===== src/rtl/ps2_kbd_pkg.sv =====
// Shared constants, frame-state enum and byte classification for the PS/2 keyboard decoder.
package ps2_kbd_pkg;

  localparam logic [7:0] PFX_EXT   = 8'hE0;
  localparam logic [7:0] PFX_BRK   = 8'hF0;
  localparam logic [7:0] PFX_PAUSE = 8'hE1;

  // Keyboard control/status bytes that carry no key event.
  localparam logic [7:0] CTL_ACK    = 8'hFA;
  localparam logic [7:0] CTL_BAT_OK = 8'hAA;
  localparam logic [7:0] CTL_ECHO   = 8'hEE;
  localparam logic [7:0] CTL_RESEND = 8'hFE;
  localparam logic [7:0] CTL_ERR0   = 8'h00;
  localparam logic [7:0] CTL_ERR1   = 8'hFF;

  localparam int KEY_W           = 11;
  localparam int KEY_TOGGLE_BIT  = 10;
  localparam int KEY_PRESSED_BIT = 9;
  localparam int KEY_EXT_BIT     = 8;

  typedef enum logic [1:0] {
    IDLE,
    DATA,
    PARITY,
    STOP
  } frame_state_e;

  function automatic logic is_ignored(input logic [7:0] b);
    case (b)
      PFX_PAUSE, CTL_ACK, CTL_BAT_OK, CTL_ECHO,
      CTL_RESEND, CTL_ERR0, CTL_ERR1: return 1'b1;
      default:                        return 1'b0;
    endcase
  endfunction

endpackage


===== src/rtl/ps2_kbd_decoder_line_filter.sv =====
// Two-flop synchronizer followed by a deglitcher that only follows the input
// after FILT identical consecutive samples; idles high.
module ps2_line_filter #(
  parameter int FILT = 8
) (
  input  logic clk,
  input  logic rst_n,
  input  logic line_i,
  output logic line_o
);

  localparam int CNT_W = (FILT > 1) ? $clog2(FILT) : 1;

  logic [1:0]       sync_q;
  logic             filt_q;
  logic [CNT_W-1:0] cnt_q;

  // NOTE: the synchronizer flops are reset to the idle-high line level so no
  // false falling edge is seen on the first cycles after reset release.
  always_ff @(posedge clk or negedge rst_n) begin
    if (!rst_n) begin
      sync_q <= 2'b11;
      filt_q <= 1'b1;
      cnt_q  <= '0;
    end else begin
      sync_q <= {sync_q[0], line_i};
      if (sync_q[1] == filt_q) begin
        cnt_q <= '0;
      end else if (cnt_q == CNT_W'(FILT - 1)) begin
        filt_q <= sync_q[1];
        cnt_q  <= '0;
      end else begin
        cnt_q <= cnt_q + CNT_W'(1);
      end
    end
  end

  assign line_o = filt_q;

endmodule


===== src/rtl/ps2_kbd_decoder.sv =====
// PS/2 keyboard frame decoder producing toggle-flagged key events.
// Define PS2_KBD_WATCHDOG_EN to abort frames stalled for TIMEOUT_US.
module ps2_kbd_decoder
  import ps2_kbd_pkg::*;
#(
  parameter int CLK_HZ     = 48000000,
  parameter int FILT       = 8,
  parameter int TIMEOUT_US = 2000
) (
  input  logic              I_CLK_48M,
  input  logic              I_RESETn,
  input  logic              I_PS2_CLK,
  input  logic              I_PS2_DAT,
  output logic [KEY_W-1:0]  O_PS2_KEY,
  output logic              O_ERR
);

  logic fclk, fdat, fclk_prev_q, fall;

  ps2_line_filter #(.FILT(FILT)) u_clk_filt (
    .clk    (I_CLK_48M),
    .rst_n  (I_RESETn),
    .line_i (I_PS2_CLK),
    .line_o (fclk)
  );

  ps2_line_filter #(.FILT(FILT)) u_dat_filt (
    .clk    (I_CLK_48M),
    .rst_n  (I_RESETn),
    .line_i (I_PS2_DAT),
    .line_o (fdat)
  );

  assign fall = fclk_prev_q & ~fclk;

  frame_state_e     state_q, state_d;
  logic [2:0]       bit_cnt_q, bit_cnt_d;
  logic [7:0]       shift_q, shift_d;
  logic             par_q, par_d;
  logic             ext_q, ext_d;
  logic             brk_q, brk_d;
  logic [KEY_W-1:0] key_q, key_d;
  logic             err_q, err_d;

`ifdef PS2_KBD_WATCHDOG_EN
  localparam int WD_CYCLES = CLK_HZ / 1000000 * TIMEOUT_US;
  localparam int WD_W      = $clog2(WD_CYCLES + 1);
  logic [WD_W-1:0] wd_q, wd_d;
`endif

  // NOTE: every always_comb output gets its hold/default value first so that
  // paths not assigning it cannot infer a latch.
  always_comb begin
    state_d   = state_q;
    bit_cnt_d = bit_cnt_q;
    shift_d   = shift_q;
    par_d     = par_q;
    ext_d     = ext_q;
    brk_d     = brk_q;
    key_d     = key_q;
    err_d     = 1'b0;

    if (fall) begin
      unique case (state_q)
        IDLE: begin
          if (!fdat) begin
            state_d   = DATA;
            bit_cnt_d = '0;
          end
        end
        DATA: begin
          shift_d   = {fdat, shift_q[7:1]};
          bit_cnt_d = bit_cnt_q + 3'd1;
          if (bit_cnt_q == 3'd7) state_d = PARITY;
        end
        PARITY: begin
          par_d   = fdat;
          state_d = STOP;
        end
        STOP: begin
          state_d = IDLE;
          if (fdat && (^{shift_q, par_q})) begin
            if (shift_q == PFX_EXT) begin
              ext_d = 1'b1;
            end else if (shift_q == PFX_BRK) begin
              brk_d = 1'b1;
            end else if (!is_ignored(shift_q)) begin
              key_d[KEY_TOGGLE_BIT]  = ~key_q[KEY_TOGGLE_BIT];
              key_d[KEY_PRESSED_BIT] = ~brk_q;
              key_d[KEY_EXT_BIT]     = ext_q;
              key_d[7:0]             = shift_q;
              ext_d                  = 1'b0;
              brk_d                  = 1'b0;
            end
          end else begin
            err_d = 1'b1;
            ext_d = 1'b0;
            brk_d = 1'b0;
          end
        end
        default: state_d = IDLE;
      endcase
    end

`ifdef PS2_KBD_WATCHDOG_EN
    // Counting only without an edge makes a same-cycle edge win over expiry.
    wd_d = '0;
    if (!fall && state_q != IDLE) begin
      if (wd_q == WD_W'(WD_CYCLES - 1)) begin
        state_d = IDLE;
        err_d   = 1'b1;
        ext_d   = 1'b0;
        brk_d   = 1'b0;
      end else begin
        wd_d = wd_q + WD_W'(1);
      end
    end
`endif
  end

  always_ff @(posedge I_CLK_48M or negedge I_RESETn) begin
    if (!I_RESETn) begin
      fclk_prev_q <= 1'b1;
      state_q     <= IDLE;
      bit_cnt_q   <= '0;
      shift_q     <= '0;
      par_q       <= 1'b0;
      ext_q       <= 1'b0;
      brk_q       <= 1'b0;
      key_q       <= '0;
      err_q       <= 1'b0;
    end else begin
      fclk_prev_q <= fclk;
      state_q     <= state_d;
      bit_cnt_q   <= bit_cnt_d;
      shift_q     <= shift_d;
      par_q       <= par_d;
      ext_q       <= ext_d;
      brk_q       <= brk_d;
      key_q       <= key_d;
      err_q       <= err_d;
    end
  end

`ifdef PS2_KBD_WATCHDOG_EN
  always_ff @(posedge I_CLK_48M or negedge I_RESETn) begin
    if (!I_RESETn) wd_q <= '0;
    else           wd_q <= wd_d;
  end
`endif

  assign O_PS2_KEY = key_q;
  assign O_ERR     = err_q;

endmodule


===== config.mk =====
export PLATFORM = sky130hd
export DESIGN_NAME = ps2_kbd_decoder
export DESIGN_NICKNAME = d
export VERILOG_FILES = /design/src/rtl/ps2_kbd_pkg.sv /design/src/rtl/ps2_kbd_decoder_line_filter.sv /design/src/rtl/ps2_kbd_decoder.sv
export SDC_FILE = /design/constraint.sdc
export NUM_CORES = 1
export LEC_CHECK = 0
export ABC_AREA = 0
export CAP_MARGIN = 20
export CORE_UTILIZATION = 44
export DETAILED_ROUTE_END_ITERATION = 7
export PLACE_DENSITY_LB_ADDON = 0.05
export SKIP_LAST_GASP = 1
export SYNTH_ARGS = -nofsm -noshare
export SYNTH_HDL_FRONTEND = slang
export SYNTH_HIERARCHICAL = 1
export SYNTH_SLANG_ARGS = --single-unit

===== constraint.sdc =====
create_clock -name I_CLK_48M -period 2.3 [get_ports I_CLK_48M]
set_clock_uncertainty 0.2 [all_clocks]
set_input_delay 0.23 -clock I_CLK_48M [delete_from_list [all_inputs] [get_ports I_CLK_48M]]
set_output_delay 0.23 -clock I_CLK_48M [all_outputs]
set_load 0.02 [all_outputs]

# Word-level counts from Yosys, hierarchy flattened
# Cells that the tools add are included.
op_classes:
  mul: 0
  div_mod_pow: 0
  n_reduce_logical: 15
  muxes: 25
  n_addsub: 3
  order_cmp: 0
  n_eq_ne: 22
  n_bitwise: 9
  shifts: 0
op_table:
  columns: ["operator", "n"]
  rows:
  - ["$eq A8 B8 Y1 const B", 8]
  - ["$mux W1", 16]
  - ["$mux W3", 5]
  - ["$add A3 B1 Y3 const B", 3]
  - ["$eq A3 B3 Y1 const B", 3]
  - ["$ne A3 B3 Y1 const B", 3]
  - ["$reduce_xor A9 Y1", 1]
  - ["$logic_not A8 Y1", 1]
  - ["$not A1 Y1", 8]
  - ["$pmux W2 S4", 1]
  - ["$reduce_and A2 Y1", 4]
  - ["$reduce_and A4 Y1", 2]
  - ["$reduce_or A7 Y1", 1]
  - ["$ne A2 B2 Y1 const B", 3]
  - ["$pmux W3 S2", 1]
  - ["$reduce_and A3 Y1", 2]
  - ["$reduce_and A6 Y1", 1]
  - ["$eq A2 B2 Y1 const B", 2]
  - ["$mux W2", 2]
  - ["$eq A1 B1 Y1", 2]
  - ["$eq A2 B1 Y1 const B", 1]
  - ["$logic_not A2 Y1", 1]
  - ["$reduce_bool A2 Y1", 1]
  - ["$and A1 B1 Y1", 1]
  - ["$logic_and A1 B1 Y1", 1]
totals:
  mem_count: 0
  wordCells: 89
  latch_bits: 0
  output_inout_bits: 12
  ramBits: 0
  inputBits: 4
  reg_bits: 41
  mem_bits_ro: 0

# Logic depth before layout (Yosys ltp)
# Gate-level depths: netlist of run 1.
logic_depth:
  ltp_word: 12
  mapped_depth: 7
  depth_no_buf: 6

# Cells and area by module
# The synthesis of run 1 kept the hierarchy.
by_module_without_submodules:
  columns: ["module", "instances", "cells_per_inst", "seq_area_each_um2", "area_per_inst_um2"]
  rows:
  - ["ps2_kbd_decoder", 1, 111, 726.9, 1428.9]
  - ["ps2_line_filter", 2, 13, 153.9, 224.0]

# Least setup slack after synthesis of run 1
# OpenSTA, ideal clock, no wires.
synth_timing:
  path_kind: "reg-to-reg"
  start: "register shift_q[2]"
  end: "register key_q[1], in the netlist O_PS2_KEY[1]"
  setup_ns: 0.125
  setup_slack_ns: 0.123
  t_required_ns: 1.975
  stages_incl_launch_ff: 8
  period_less_slack_ns: 2.177
  n_path_buf: 2
  arrival_time_ns: 1.852
  path_cell_list: "dfrtp_1 > clkbuf_1 > or4bb_1 > nor3_1 > nor4_1 > nand2_1 > buf_6 > mux2_4"
synth_via:
  elab_chain_cells: 10
  elab_cells_between_ends: 22
  classes_between: "eq/ne (8); mux (6); bitwise (3); reduce/logical (5)"
synth_lines:
  columns: ["element", "line", "source"]
  rows:
  - ["start, declared", "ps2_kbd_decoder.sv:38", "logic [7:0] shift_q, shift_d;"]
  - ["start signal, assigned", "ps2_kbd_decoder.sv:136", "shift_q <= shift_d;"]
  - ["$eq A8 B8 Y1 or $logic_not A8 Y1 (tied branches)", "ps2_kbd_pkg.sv:29", "case (b)"]
  - ["$reduce_or A7 Y1", "ps2_kbd_pkg.sv:29", null]
  - ["$mux W1", "ps2_kbd_pkg.sv:29", null]
  - ["$mux W1", "ps2_kbd_decoder.sv:85", "end else if (shift_q == PFX_BRK) begin"]
  - ["$mux W1", "ps2_kbd_decoder.sv:83", "if (shift_q == PFX_EXT) begin"]
  - ["$mux W1", "ps2_kbd_decoder.sv:82", "if (fdat && (^{shift_q, par_q})) begin"]
  - ["$mux W1", "ps2_kbd_decoder.sv:64", "unique case (state_q)"]
  - ["$mux W1", "ps2_kbd_decoder.sv:63", "if (fall) begin"]
  - ["$not A1 Y1 (no line)", null, null]
  - ["$reduce_and A6 Y1 (no line) *", null, null]
  - ["end signal, assigned", "ps2_kbd_decoder.sv:140", "key_q <= key_d;"]
  - ["end, declared", "ps2_kbd_decoder.sv:42", "logic [KEY_W-1:0] key_q, key_d;"]
# Every way passes the cells marked *; elsewhere a longest branch is shown, timed or not. The select of a mux whose other input is x is not followed.
# A chain may end at the register's enable or synchronous reset.

# Final worst setup path of run 1
layout_timing:
  start: "register shift_q[1]"
  end: "register key_q[0], in the netlist O_PS2_KEY[0]"
# The elaborated chain is that of the path after synthesis.

==> implementation parameters, run 1 <==
Parameter                              Value

Route
  Vias per inst ... 5.17
  DR DRC count ... 0
  DRT Wirelength ... around 3100 um
  Antenna Violating Nets Remaining ... 0
  Routed length per placed instance ... 14.3 um
  First-pass iteration count of the detailed router ... 4
  Number of vias after detailed routing ... 1127
  First DRT Iteration DRCs ... 32

Placed design
  Final estimated routing congestion in global placement ... about 0.78
  Detailed placement HPWL ... 2310 um
  Worst Setup Slack post-DPL ... 0.0278 ns
  # port buffers ... 15

Clocking
  Total number of clock tree sinks ... 41
  Clock Tree Root ... sky130_fd_sc_hd__clkbuf_8
  TritonCTS clock tree ... done
  Clock transition at path regs ... 0.08 ns
  Depth of the CTS H-tree ... 2
  Maximum clock path buffer count ... 2
  Worst skew pair latency ... 0.29 ns
  TritonCTS Buffers ... 5

Power and ir drop
  P_int ... 1.31 mW
  Worst supply voltage drop on vdd ... 0.539 mV
  Net switching share of the total power ... 0.274
  Pwr Total ... 1.81 mW
  Areal power density over the cells ... 780 mW/mm^2
  Cell leakage power ... about 1.1 nW
  Reg power frac ... 0.512
  Combinational Power Share ... 0.205
  Net Switching ... 0.495 mW
  Clk network pwr share ... 0.283

Floorplanning
  Die height ... between 60 and 70 um
  Placement Rows ... 23
  Top-Level Pins ... 16
  Die span in x ... 67.3 um
  Die Area ... 0.00453 mm^2
  Starting density of the core ... 0.463
  Core outline area ... roughly 0.004 mm^2

Job
  Max-capacitance violation count ... 0

Logic synthesis
  Leading cell types by total area after synthesis ... sky130_fd_sc_hd__dfrtp_1 (45%), sky130_fd_sc_hd__dfstp_2 (9.8%), sky130_fd_sc_hd__ha_1 (6.7%)
  Synthesized net count ... 151
  Netlist area before placement ... 0.00188 mm^2
  Biggest area consumer among synthesized cells ... sky130_fd_sc_hd__dfrtp_1
  Count of different cell masters after synthesis ... 34
  Most frequently used flop master after synthesis ... sky130_fd_sc_hd__dfrtp_1
  EDFF count, synth ... 0
  Yosys top cell area share ... 0.453
  Sequential fraction of the synthesis area ... 0.551
  Mapped Cells ... ~140
  Post-synth ARST share ... 1.00
  Average cell area after synthesis ... 13.7 um^2
  Synthesis-stage register bit count ... 41
  Synth warn ... 6

STA
  Post-route setup slack ... about 0.042 ns
  Slew margin rel. ... 0.674
  Share of the clock period used by the worst path ... 0.982
  Maximum operating frequency ... 0.443 GHz
  Shortest period the worst path allows ... 2.26 ns
  Final setup violation count ... 0
  Setup repair after global routing missed its margin ... true
  Actual slew at the worst max-slew pin ... slightly below 0.5 ns
  Final hold viol count ... 0
  Max-slew violations ... 0

Layout
  Storage cell area ... 0.00104 mm^2
  Inserted Diodes ... 0
  Layout net count ... 181
  Area of the multi-input gates ... 828 um^2
  Fraction of layout instances using a drive strength above 1 ... 0.327
  Layout overhead on the synthesized area ... 23.3%
  Filler cells ... 334

GRT
  Overflow left after global routing ... 0
  Via count of the first global-routing pass ... 1139
  Met2 track demand over resource ... 0.260
  Wire length of the first global-routing pass ... 5330 um
  Maximum number of pins on one net before global-route repair ... 22
  Most utilized layer in the global route result ... met2
  GR met3 Demand/Resource ... 0.0473
  Initial antenna violation count ... 0
  Global Route met1 Usage ... 0.204
  Global router's overall resource usage ... 0.165

Worst setup path
  Worst R2R Start ... shift_q[1]
  Dominant delay contributor by cell family on the critical path ... simple AND/OR/NAND/NOR gates
  Critical path startpoint ... shift_q[1]
  Startpoint type of the worst setup path ... flop
  Crit path max-delay cell type ... sky130_fd_sc_hd__or4_1
  Data arrival time at the worst-slack endpoint ... 2.24 ns
  Capturing element type of the critical path ... flop
  Worst path max stage delay ... 0.59 ns
  Ordered cell list for the critical path ... or4_1 > a41oi_1 > nor4_2 > nand2_1 > buf_12 > mux2_2
  Worst endpoint required time ... 2.28 ns
  Bufs and invs on worst path ... 1
  Peak fanout along the critical path ... 11
  Worst setup path category ... flop to flop

Status
  Result of the run ... completed

Min path
  Hold Startpoint ... I_PS2_DAT
  Worst Hold Class ... input pin to flop
-- layout by cell type, fill, tap and decap left out, types with 3 or more instances in the layout --
cell                              instances
sky130_fd_sc_hd__inv_1                    4
sky130_fd_sc_hd__and2_1                   4
sky130_fd_sc_hd__ha_1                    10
sky130_fd_sc_hd__dfrtp_1                 33
sky130_fd_sc_hd__mux2_2                  11
sky130_fd_sc_hd__clkbuf_8                 7
sky130_fd_sc_hd__dfstp_2                  7
sky130_fd_sc_hd__nor3_1                   4
sky130_fd_sc_hd__nand2_1                  8
sky130_fd_sc_hd__clkdlybuf4s50_1         14
sky130_fd_sc_hd__a21oi_1                  3
sky130_fd_sc_hd__o21ai_0                  3
sky130_fd_sc_hd__or4_1                    3
sky130_fd_sc_hd__buf_4                   10
sky130_fd_sc_hd__mux2_4                   8
-- registers in the layout (all words and copies together), names as in the netlist --
signal	cells
u_clk_filt/line_o	1
brk_q	1
u_dat_filt/cnt_q	3
shift_q	8
O_PS2_KEY	11
u_clk_filt/cnt_q	3
fclk_prev_q	1
bit_cnt_q	3
state_q	2
u_dat_filt/sync_q	2
u_clk_filt/sync_q	2
par_q	1
u_dat_filt/line_o	1
O_ERR	1
ext_q	1
-- path summary, 6_finish.rpt --
kind | end | slack [ns] | cells past startpoint
max | O_PS2_KEY[0] | 0.04 | 6
min | u_dat_filt/sync_q[0] | 0.14 | 1
max reg2reg | O_PS2_KEY[0] | 0.04 | 6
min reg2reg | u_dat_filt/sync_q[1] | 0.16 | 0
max in group asynchronous | u_clk_filt/sync_q[0] | 1.12 | 3
min in group asynchronous | O_PS2_KEY[1] | 0.23 | 2
-- cell type report --
type | instances | area share
Sequential cell | 41 | 0.448
Tap cell | 50 | 0.0270
Timing Repair Buffer | 28 | 0.117
Multi-Input combinational cell | 87 | 0.358
Clock inverter | 1 | 0.00216
Clock buffer | 7 | 0.0416
Inverter | 4 | 0.00649
-- per-layer routing --
| metal | up-vias | part of all wire |
|---|---|---|
| li1 | 545 | - |
| met1 | 548 | 0.46 |
| met2 | 25 | 0.48 |
| met3 | 9 | 0.035 |
| met4 | 0 | 0.026 |
| met5 | - | 0 |
-- cell usage after synthesis (all sizes together), types with 3 or more instances --
| library cell | instances |
|---|---|
| inv | 4 |
| nand2 | 8 |
| xnor2 | 3 |
| o21ai | 3 |
| mux2 | 21 |
| ha | 10 |
| or4 | 3 |
| clkbuf | 3 |
| dfrtp | 34 |
| a21oi | 3 |
| dfstp | 7 |
| xor2 | 3 |
| and2 | 4 |
| nor3 | 5 |
-- what timing repair did --
| item | in CTS | in global routing |
|---|---|---|
| endpoints found under the setup margin | 0 | 9 |
| endpoints found under the hold margin | 17 | 0 |
| resized for setup | 0 | 6 |
| setup buffers | 0 | 1 |
| hold buffers | 1 | 0 |
-- kinds of logic after synthesis --
kind of cell | count (synthesis) | share of synthesized area
AO/OA/AOI/OAI | 12 | 0.0447
multiplexers | 23 | 0.153
AND/OR/NAND/NOR | 34 | 0.110
XOR/XNOR | 8 | 0.0520
flip-flops | 41 | 0.551
buffers and inverters | 9 | 0.0227
adder cells (fa/ha/maj) | 10 | 0.0667
-- stage by stage --
stage	utilization	cell area [um^2]	setup TNS (ns)	hold slack, ns	std cells
detailed placement	0.533	2160	0	0.0279	208
finish	0.570	2310	0	0.138	218
global placement	0.533	2160	0	0.00900	208
CTS	0.561	2280	0	0.130	217
global route	0.570	2310	-0.103	0.133	218
floorplan	-	1880	0	-0.266	137
-- power by group through the flow --
stage / clock, mW / sequential (mW) / combinational [mW]
3_5_place_dp: 0 / 0.941 / 0.368
6_report: 0.510 / 0.925 / 0.370
3_3_place_gp: 0 / 0.935 / 0.349
5_1_grt: 0.554 / 0.942 / 0.434
4_1_cts: 0.527 / 0.927 / 0.370
2_1_floorplan: 0 / 0.919 / 0.261
(Power assumes the default switching activity.)
==> inputs of run 2 (changes only) <==
CORE_UTILIZATION = 30   (was 44)
SLEW_MARGIN = 30   (was unset)
==> implementation parameters, run 2 (synthesized netlist as in run 1, its figures left out) <==
Parameter                              Value

Worst setup path
  Worst setup path category ... flop to flop
  Worst path max stage delay ... between 0.4 and 0.5 ns
  Crit path max-delay cell type ... sky130_fd_sc_hd__dfrtp_2
  Peak fanout along the critical path ... 8
  Capturing element type of the critical path ... flop
  Critical path startpoint ... shift_q[4]
  Startpoint type of the worst setup path ... flop
  Worst endpoint required time ... 2.28 ns
  Number of cells on the worst reg-to-reg path ... 7
  Register-to-register setup slack ... 0.02 ns
  Data arrival time at the worst-slack endpoint ... 2.26 ns
  Worst reg2reg path endpoint ... O_PS2_KEY[0]
  Timing endpoint of the critical path ... O_PS2_KEY[0]
  Worst R2R Start ... shift_q[4]
  Ordered cell list for the critical path ... buf_4 > or4_1 > a41oi_2 > nor4_2 > nand2_2 > buf_8 > mux2_2

STA
  Post-route setup slack ... 0.0235 ns
  Max-slew violations ... 0
  Share of the clock period used by the worst path ... 0.990
  Final setup violation count ... 0
  Shortest period the worst path allows ... between 2 and 2.5 ns
  Maximum operating frequency ... 0.439 GHz
  Final hold viol count ... 0
  Actual slew at the worst max-slew pin ... 0.520 ns
  Slew margin rel. ... 0.654

Clocking
  Clock Tree Root ... sky130_fd_sc_hd__clkbuf_8
  TritonCTS Buffers ... 5
  Total number of clock tree sinks ... 41
  Worst skew pair latency ... 0.29 ns
  Clock transition at path regs ... 0.08 ns
  Depth of the CTS H-tree ... 2
  TritonCTS clock tree ... done
  Maximum clock path buffer count ... 2

Floorplanning
  Top-Level Pins ... 16
  Die span in x ... 81.1 um
  Die Area ... 0.00658 mm^2
  Starting density of the core ... 0.313
  Placement Rows ... 28
  Die height ... between 80 and 90 um
  Core outline area ... 0.00599 mm^2

GRT
  Wire length of the first global-routing pass ... 5520 um
  Initial antenna violation count ... 0
  Via count of the first global-routing pass ... 1179
  Met2 track demand over resource ... 0.200
  Global Route met1 Usage ... 0.127
  Most utilized layer in the global route result ... met2
  Global router's overall resource usage ... 0.116
  Maximum number of pins on one net before global-route repair ... 42
  Overflow left after global routing ... 0
  GR met3 Demand/Resource ... 0.0472

Min path
  Hold Startpoint ... I_PS2_DAT
  WHS Path Cells ... 1
  Worst Hold Class ... input pin to flop

Layout
  Filler cells ... 560
  Layout overhead on the synthesized area ... 26.7%
  Inserted Diodes ... 0
  Storage cell area ... 0.00104 mm^2
  Area of the multi-input gates ... ~840 um^2
  Highest-count cells in the layout ignoring fill and taps ... sky130_fd_sc_hd__dfrtp_1 (29), sky130_fd_sc_hd__clkdlybuf4s50_1 (14), sky130_fd_sc_hd__mux2_2 (11)
  Post-route non-filler standard cell count ... 243
  Commonest non-fill, non-tap cell in the layout ... sky130_fd_sc_hd__dfrtp_1
  Layout net count ... 181
  Number of flip-flops under the largest register name ... 11
  Fraction of layout instances using a drive strength above 1 ... 0.363

Placed design
  Worst Setup Slack post-DPL ... -0.0282 ns
  # port buffers ... 15
  Detailed placement HPWL ... 2290 um
  Final estimated routing congestion in global placement ... 0.761
  Number of cells in the design after placement ... 231

Route
  Antenna Violating Nets Remaining ... 0
  Number of vias after detailed routing ... 1111
  Routed length per placed instance ... 14.1 um
  DR DRC count ... 0
  First DRT Iteration DRCs ... 39
  First-pass iteration count of the detailed router ... 4
  DRT Wirelength ... 3420 um
  Vias per inst ... 4.57

Job
  Max-capacitance violation count ... 0

Power and ir drop
  Worst supply voltage drop on vdd ... 0.361 mV
  Pwr Total ... around 1.9 mW
  Areal power density over the cells ... 799 mW/mm^2
  Cell leakage power ... 1.13 nW

Status
  Result of the run ... completed
==> run 2: how the worst min path moves through the flow <==
stage / end / slack (ns)
after global placement: O_PS2_KEY[4] / 0.12
after floorplan: O_ERR / -0.27
after global routing: u_clk_filt/sync_q[0] / 0.12
final: u_dat_filt/sync_q[0] / 0.13
after detailed placement: O_PS2_KEY[4] / 0.14
after CTS: u_dat_filt/sync_q[0] / 0.11
==> run 2: repair_timing <==
item                       CTS  global route
gates resized for setup      3            12
cloned                       0             1
hold endpoints to repair    34             0
hold buffers                 1             0
pin swaps                    0             2
buffers inserted             0             2
setup endpoints to repair    9             9
==> run 2: routing by layer <==
metal  vias to the layer above  part of all wire
met5                         -                 0
met4                         0            0.0082
met3                         3             0.036
met2                        16              0.54
met1                       547              0.42
li1                        545                 -
==> run 2: where the power goes <==
part	internal (mW)	switching, mW	leakage (nW)	total [mW]
logic	0.194	0.183	0.540	0.377
clock network	0.354	0.246	0.0585	0.599
registers	0.843	0.0821	0.530	0.925
total	1.39	0.510	1.13	1.90
==> run 2: worst max-delay path, delay by kind of cell, from the launching register on <==
family,cells,cell delay (ns)
buf+inv,2,0.31
flops,1,0.44
compound gates,1,0.25
mux,1,0.33
simple gates,3,0.62
==> run 2: final cells by class <==
type,instances,share of cell area
well taps,75,0.0395
inverters,4,0.00631
clock buffers,7,0.0363
multi-input cells,87,0.354
repair buffers,28,0.114
clock inverters,1,0.0126
flip-flops and latches,41,0.438
==> run 2: per-stage QoR <==
step                hold slack [ns]  utilization  setup TNS (ns)  area, um^2
detailed placement            0.136        0.360         -0.0282        2160
floorplan                    -0.266            -               0        1880
CTS                           0.114        0.384               0        2300
global route                  0.117        0.397         -0.0300        2380
finish                        0.131        0.397               0        2380
global placement              0.119        0.360         -0.0130        2160
==> inputs of run 3 (changes only) <==
--- a/constraint.sdc
+++ b/constraint.sdc
@@ -3,3 +3,3 @@
 set_input_delay 0.23 -clock I_CLK_48M [delete_from_list [all_inputs] [get_ports I_CLK_48M]]
 set_output_delay 0.23 -clock I_CLK_48M [all_outputs]
-set_load 0.02 [all_outputs]
+set_load 0.005 [all_outputs]
==> results of run 3 <==
Same layout as run 2 (identical final DEF). Status: completed.
